File: config.mk
export PLATFORM = sky130hd
export DESIGN_NAME = ipdc_ctrl
export DESIGN_NICKNAME = d
export VERILOG_FILES = /design/src/rtl/ipdc_ctrl.sv
export SDC_FILE = /design/constraint.sdc
export NUM_CORES = 1
export LEC_CHECK = 0
export ABC_AREA = 1
export CAP_MARGIN = 40
export CORE_AREA = 2 2 72 74
export DETAILED_ROUTE_END_ITERATION = 10
export DIE_AREA = 0 0 74 76
export HOLD_SLACK_MARGIN = 0.05
export PLACE_DENSITY = 0.92
export SLEW_MARGIN = 5
export SYNTH_ARGS = -nofsm -noshare
export SYNTH_HDL_FRONTEND = slang
export SYNTH_SLANG_ARGS = --single-unit
File: constraint.sdc
create_clock -name i_clk -period 5.15 [get_ports i_clk]
set_clock_uncertainty 0.15 [all_clocks]
set_input_delay 1.2875 -clock i_clk [delete_from_list [all_inputs] [get_ports i_clk]]
set_output_delay 1.2875 -clock i_clk [all_outputs]
set_load 0.01 [all_outputs]
File: src/rtl/ipdc_ctrl.sv
// ipdc_ctrl: op sequencer, pixel loader and display-window read-address/strobe generator for ipdc.
// Build macro IPDC_MEDIAN_EN adds op 1001 (3x3 median reads) and the o_rd_pad output.
module ipdc_ctrl #(
   parameter int IMG_W     = 16,
   parameter int RD_LAT    = 1,
   parameter int DP_LAT    = 1,
   parameter int SIZE_INIT = 4,
   localparam int AW       = 2 * $clog2(IMG_W)
) (
   input  logic          i_clk,
   input  logic          i_rst_n,
   input  logic          i_op_valid,
   input  logic [3:0]    i_op_mode,
   output logic          o_op_ready,
   input  logic          i_in_valid,
   output logic          o_in_ready,
   output logic          o_sram_wen,
   output logic          o_sram_ren,
   output logic [AW-1:0] o_sram_addr,
   output logic [1:0]    o_dp_mode,
   output logic          o_out_valid,
`ifdef IPDC_MEDIAN_EN
   output logic          o_rd_pad,
`endif
   output logic          o_out_last
);

   localparam int LW   = AW / 2;
   localparam int WW   = LW + 2;
   localparam int NPIX = IMG_W * IMG_W;
   localparam int OL   = RD_LAT + DP_LAT;
   localparam logic [WW-1:0] IMG_WW = WW'(IMG_W);

   typedef enum logic [2:0] {S_RDY, S_WAIT, S_LOAD, S_DISP, S_DRAIN} state_t;

   state_t          state, nstate;
   logic            armed;
   logic [LW-1:0]   win_x, win_y, nx, ny;
   logic [3:0]      win_size, ns;
   logic [1:0]      mode, nm;
   logic [AW:0]     pix_cnt;
   logic [3:0]      row_cnt, col_cnt;
   logic [OL-1:0]   vld_sr, last_sr;
   logic [WW-1:0]   xw, yw, sw, rd_row, rd_col;
   logic            accept, in_rdy, grp_end, win_end, step_vld;
`ifdef IPDC_MEDIAN_EN
   logic [1:0]      nb_r, nb_c;
   logic [WW-1:0]   prow, pcol;
`endif

   assign accept   = i_op_valid && ((state == S_RDY && armed) || state == S_WAIT);
   assign in_rdy   = (state == S_LOAD) && (pix_cnt < (AW+1)'(NPIX));
   assign win_end  = (row_cnt == win_size - 4'd1) && (col_cnt == win_size - 4'd1);
`ifdef IPDC_MEDIAN_EN
   assign grp_end  = (mode != 2'd2) || (nb_r == 2'd2 && nb_c == 2'd2);
`else
   assign grp_end  = 1'b1;
`endif
   assign step_vld = (state == S_DISP) && grp_end;

   assign xw = WW'(win_x);
   assign yw = WW'(win_y);
   assign sw = WW'(win_size);

   // Candidate window for the op on the input; an illegal result leaves the window as is.
   always_comb begin
      nx = win_x;
      ny = win_y;
      ns = win_size;
      nm = mode;
      case (i_op_mode)
         4'd1: if (xw + sw < IMG_WW) nx = win_x + LW'(1);
         4'd2: if (win_x != '0) nx = win_x - LW'(1);
         4'd3: if (win_y != '0) ny = win_y - LW'(1);
         4'd4: if (yw + sw < IMG_WW) ny = win_y + LW'(1);
         4'd5: if (win_size > 4'd2) ns = win_size >> 1;
         4'd6: if (win_size < 4'd8 && xw + (sw << 1) <= IMG_WW && yw + (sw << 1) <= IMG_WW)
                  ns = win_size << 1;
         4'd7: nm = 2'd1;
         4'd8: nm = 2'd0;
`ifdef IPDC_MEDIAN_EN
         4'd9: nm = 2'd2;
`endif
         default: ;
      endcase
   end

   always_ff @(posedge i_clk or negedge i_rst_n) begin
      if (!i_rst_n) state <= S_RDY;
      else          state <= nstate;
   end

   // RDY holds until the first edge after reset release so the ready pulse is never seen in reset.
   always_comb begin
      nstate = state;
      case (state)
         S_RDY:   if (armed) nstate = accept ? ((i_op_mode == 4'd0) ? S_LOAD : S_DISP) : S_WAIT;
         S_WAIT:  if (accept) nstate = (i_op_mode == 4'd0) ? S_LOAD : S_DISP;
         S_LOAD:  if (in_rdy && i_in_valid && pix_cnt == (AW+1)'(NPIX - 1)) nstate = S_RDY;
         S_DISP:  if (step_vld && win_end) nstate = S_DRAIN;
         S_DRAIN: if (last_sr[OL-1]) nstate = S_RDY;
         default: nstate = S_RDY;
      endcase
   end

   always_ff @(posedge i_clk or negedge i_rst_n) begin
      if (!i_rst_n) begin
         armed    <= 1'b0;
         win_x    <= '0;
         win_y    <= '0;
         win_size <= 4'(SIZE_INIT);
         mode     <= 2'd0;
         pix_cnt  <= '0;
         row_cnt  <= '0;
         col_cnt  <= '0;
         vld_sr   <= '0;
         last_sr  <= '0;
`ifdef IPDC_MEDIAN_EN
         nb_r     <= '0;
         nb_c     <= '0;
`endif
      end else begin
         armed <= 1'b1;
         if (accept) begin
            win_x    <= nx;
            win_y    <= ny;
            win_size <= ns;
            mode     <= nm;
            pix_cnt  <= '0;
            row_cnt  <= '0;
            col_cnt  <= '0;
`ifdef IPDC_MEDIAN_EN
            nb_r     <= '0;
            nb_c     <= '0;
`endif
         end else begin
            if (in_rdy && i_in_valid) pix_cnt <= pix_cnt + (AW+1)'(1);
`ifdef IPDC_MEDIAN_EN
            if (state == S_DISP && mode == 2'd2) begin
               if (nb_c == 2'd2) begin
                  nb_c <= '0;
                  nb_r <= (nb_r == 2'd2) ? 2'd0 : nb_r + 2'd1;
               end else begin
                  nb_c <= nb_c + 2'd1;
               end
            end
`endif
            if (step_vld) begin
               if (col_cnt == win_size - 4'd1) begin
                  col_cnt <= '0;
                  row_cnt <= row_cnt + 4'd1;
               end else begin
                  col_cnt <= col_cnt + 4'd1;
               end
            end
         end
         vld_sr[0]  <= step_vld;
         last_sr[0] <= step_vld && win_end;
         for (int i = 1; i < OL; i++) begin
            vld_sr[i]  <= vld_sr[i-1];
            last_sr[i] <= last_sr[i-1];
         end
      end
   end

   always_comb begin
      o_op_ready  = (state == S_RDY) && armed;
      o_in_ready  = in_rdy;
      o_sram_wen  = in_rdy && i_in_valid;
      o_sram_ren  = 1'b0;
      o_sram_addr = '0;
      o_dp_mode   = mode;
      o_out_valid = vld_sr[OL-1];
      o_out_last  = last_sr[OL-1];
      rd_row      = yw + WW'(row_cnt);
      rd_col      = xw + WW'(col_cnt);
`ifdef IPDC_MEDIAN_EN
      o_rd_pad    = 1'b0;
      // Neighbour coordinates are biased by +1 so row/col -1 stays non-negative.
      prow        = rd_row + WW'(nb_r);
      pcol        = rd_col + WW'(nb_c);
`endif
      if (state == S_LOAD) o_sram_addr = pix_cnt[AW-1:0];
      if (state == S_DISP) begin
`ifdef IPDC_MEDIAN_EN
         if (mode == 2'd2) begin
            if (prow == '0 || pcol == '0 || prow > IMG_WW || pcol > IMG_WW) begin
               o_rd_pad = 1'b1;
            end else begin
               o_sram_ren  = 1'b1;
               o_sram_addr = {prow[LW-1:0] - LW'(1), pcol[LW-1:0] - LW'(1)};
            end
         end else
`endif
         begin
            o_sram_ren  = 1'b1;
            o_sram_addr = {rd_row[LW-1:0], rd_col[LW-1:0]};
         end
      end
   end

endmodule
==> reports/metrics.yaml <==
status: "finished, final reports clean"
clkSinkCount: 38
cts_buffers: 5
antenna_cells: 0
slew_violations: 0
cts_tree: "yes"
crit_path_frequent_cell: "clkdlybuf4s50_1"
antenna_found_initial: 0
core_um2: 4910
drc_errors: 0
dp_hpwl_mm: 4.95
die_h_um: 76
path_max_fanout: 7
gp_congestion: 0.886
synth_flop_cell: "dfrtp_1"
grt_pass1_wl_mm: 11.9
vias: 2680
die_width_um: 74
min_period_over_period_pct: 81.8
drv_cap: 0
avgViaCountPerCell: 5.68
synth.net_count: 417
grt_pass1_vias: 2651
crit_family: "buffers and inverters"
grt_overflow_total: 0
synth.most_common_cell: "nand2_1"
hold_viol_final: 0
crit_path_end_kind: "output port"
cp_slowest_cell: "clkdlybuf4s50_1"
synth.cell_area_um2: 3000
ys_warn_count: 0
ys_types: 38
path_clk_slew_ns: 0.09
drt_iter0_drc: 186
drt-pass1-iter-count: 5
cts_hold_buf: 0
h-tree-depth: 2
crit_arrival_ns: 2.78
cts_resized: 0
fin_hold_ws_ns: 0.209
ys_async_sr_fraction_pct: 100
drive_gt1_share_pct: 10.2
hold_depth: 0
wire_per_inst_um: 14.5
cp.required_ns: 3.71
ioPinCount: 24
cts.path.max_buffers: 2
clock.fmax_mhz: 237
avgSynthCellArea_um2: 7.99
nFillCells: 378
routed_wirelength_mm: 6.85
p_leak_nw: 1.60
post-route-util_pct: 69.7
powerDensity_nw_per_um2: 186
syn_inst: 375
syn_to_final_growth_pct: 14.3
stdcell_count: 472
ys_ff_latch: 38
grt_max_degree: 38
ir_drop_mv: 0.149
ant_nets: 0
hold_class: "flop to flop"
ff2ff_path_depth: 10
synth_top_area_cell: "dfrtp_1"
multi_input_area_um2: 1830
fin_crit_ns: 4.21
synth_area_leaders: "dfrtp_1 (31%), ha_1 (12%), nand2_1 (8.8%)"
synth_seq_area_share_pct: 31.8
dp.cells: 464
portBuffers: 22
crit_buf_inv: 3
synth_top_cell_area_share_pct: 30.9
cp.depth: 4
synthTopCellsByCount: "nand2_1 (70), inv_1 (40), dfrtp_1 (37)"
dieArea_um2: 5620
tns_ns: 0
rsz0062_at_grt: "false"
start_kind: "input pin"
synth_edf_count: 0
power_mw: 0.639
path_class: "input pin to output port"
insertion_delay_ns: 0.30
final_nets: 443
cpPeakStageDelay_ns: 0.60
path_cells: "clkdlybuf4s50_1, inv_1, nor3_4, clkdlybuf4s50_1"
gr-usage-all-layers_pct: 27.1
root_buffer: "clkbuf_8"
num_rows: 26
start_util_pct: 61.0
ff_latch_area_um2: 952
cts_setup_buffers: 0
finalSetupViolCount: 0
-- final cells by class --
| class | count | share of cell area [%] |
|---|---|---|
| Tap cell | 70 | 2.56 |
| Multi-Input combinational cell | 286 | 53.4 |
| Clock buffer | 5 | 2.01 |
| Timing Repair Buffer | 24 | 7.09 |
| Clock inverter | 3 | 2.01 |
| Sequential cell | 38 | 27.8 |
| Inverter | 46 | 5.11 |
-- metal layers --
metal,share of wire (%),GRT usage [%],vias to the layer above
li1,-,-,1296
met1,42,32.7,1280
met2,51,45.9,89
met3,4.6,5.03,15
met4,2.4,11.8,0
met5,0,0,-
-- cells in the final DEF, fill, tap and decap left out, types with 7 or more instances in the layout --
| master | synthesis | final |
|---|---|---|
| clkdlybuf4s50_1 | 0 | 21 |
| nand2_1 | 70 | 70 |
| ha_1 | 28 | 28 |
| nand3_1 | 36 | 36 |
| inv_1 | 40 | 40 |
| a21oi_1 | 11 | 11 |
| nand4_1 | 7 | 7 |
| xor2_1 | 14 | 14 |
| xnor2_1 | 9 | 9 |
| nor2_1 | 29 | 29 |
| o21ai_0 | 18 | 18 |
| o21ai_1 | 10 | 10 |
| nor2_2 | 7 | 7 |
| dfrtp_1 | 37 | 37 |
-- stage by stage --
stage               worst slack, ns  cell area, µm²
floorplan                      2.10            3000
global placement              0.990            3270
detailed placement            0.936            3290
CTS                           0.931            3430
global route                  0.894            3430
finish                        0.936            3430
-- power breakdown --
group          internal, mW  leakage (nW)  total [mW]  switching [mW]
sequential            0.298         0.473       0.299        0.000227
clock                 0.194        0.0683       0.314           0.120
combinational       0.00917          1.06      0.0258          0.0166
total                 0.502          1.60       0.639           0.137
-- logic make-up after synthesis --
group	synth area share, %
compound gates	10.1
simple gates	28.0
fa+ha+maj	15.7
mux	0.334
other cells	0.251
buf+inv	7.14
flops	31.8
xor+xnor	6.72
-- final timing paths --
path | startpoint | endpoint | slack (ns)
worst min-delay path | vld_sr[0] | vld_sr[1] | 0.21
max in group asynchronous | i_rst_n | win_size[2] | 3.78
worst min register to register | vld_sr[0] | vld_sr[1] | 0.21
worst max register to register | win_size[0] | win_size[0] | 2.84
worst max-delay path | i_in_valid | o_sram_wen | 0.94
min in group asynchronous | i_rst_n | pix_cnt[1] | 0.62
-- flip-flops by register name (all words and copies together), names as in the netlist, 2 cells and up --
name	cells
col_cnt	4
last_sr	2
pix_cnt	9
row_cnt	4
state	3
vld_sr	2
win_size	4
win_x	4
win_y	4
Note: power is estimated with default switching activity, not from simulation.
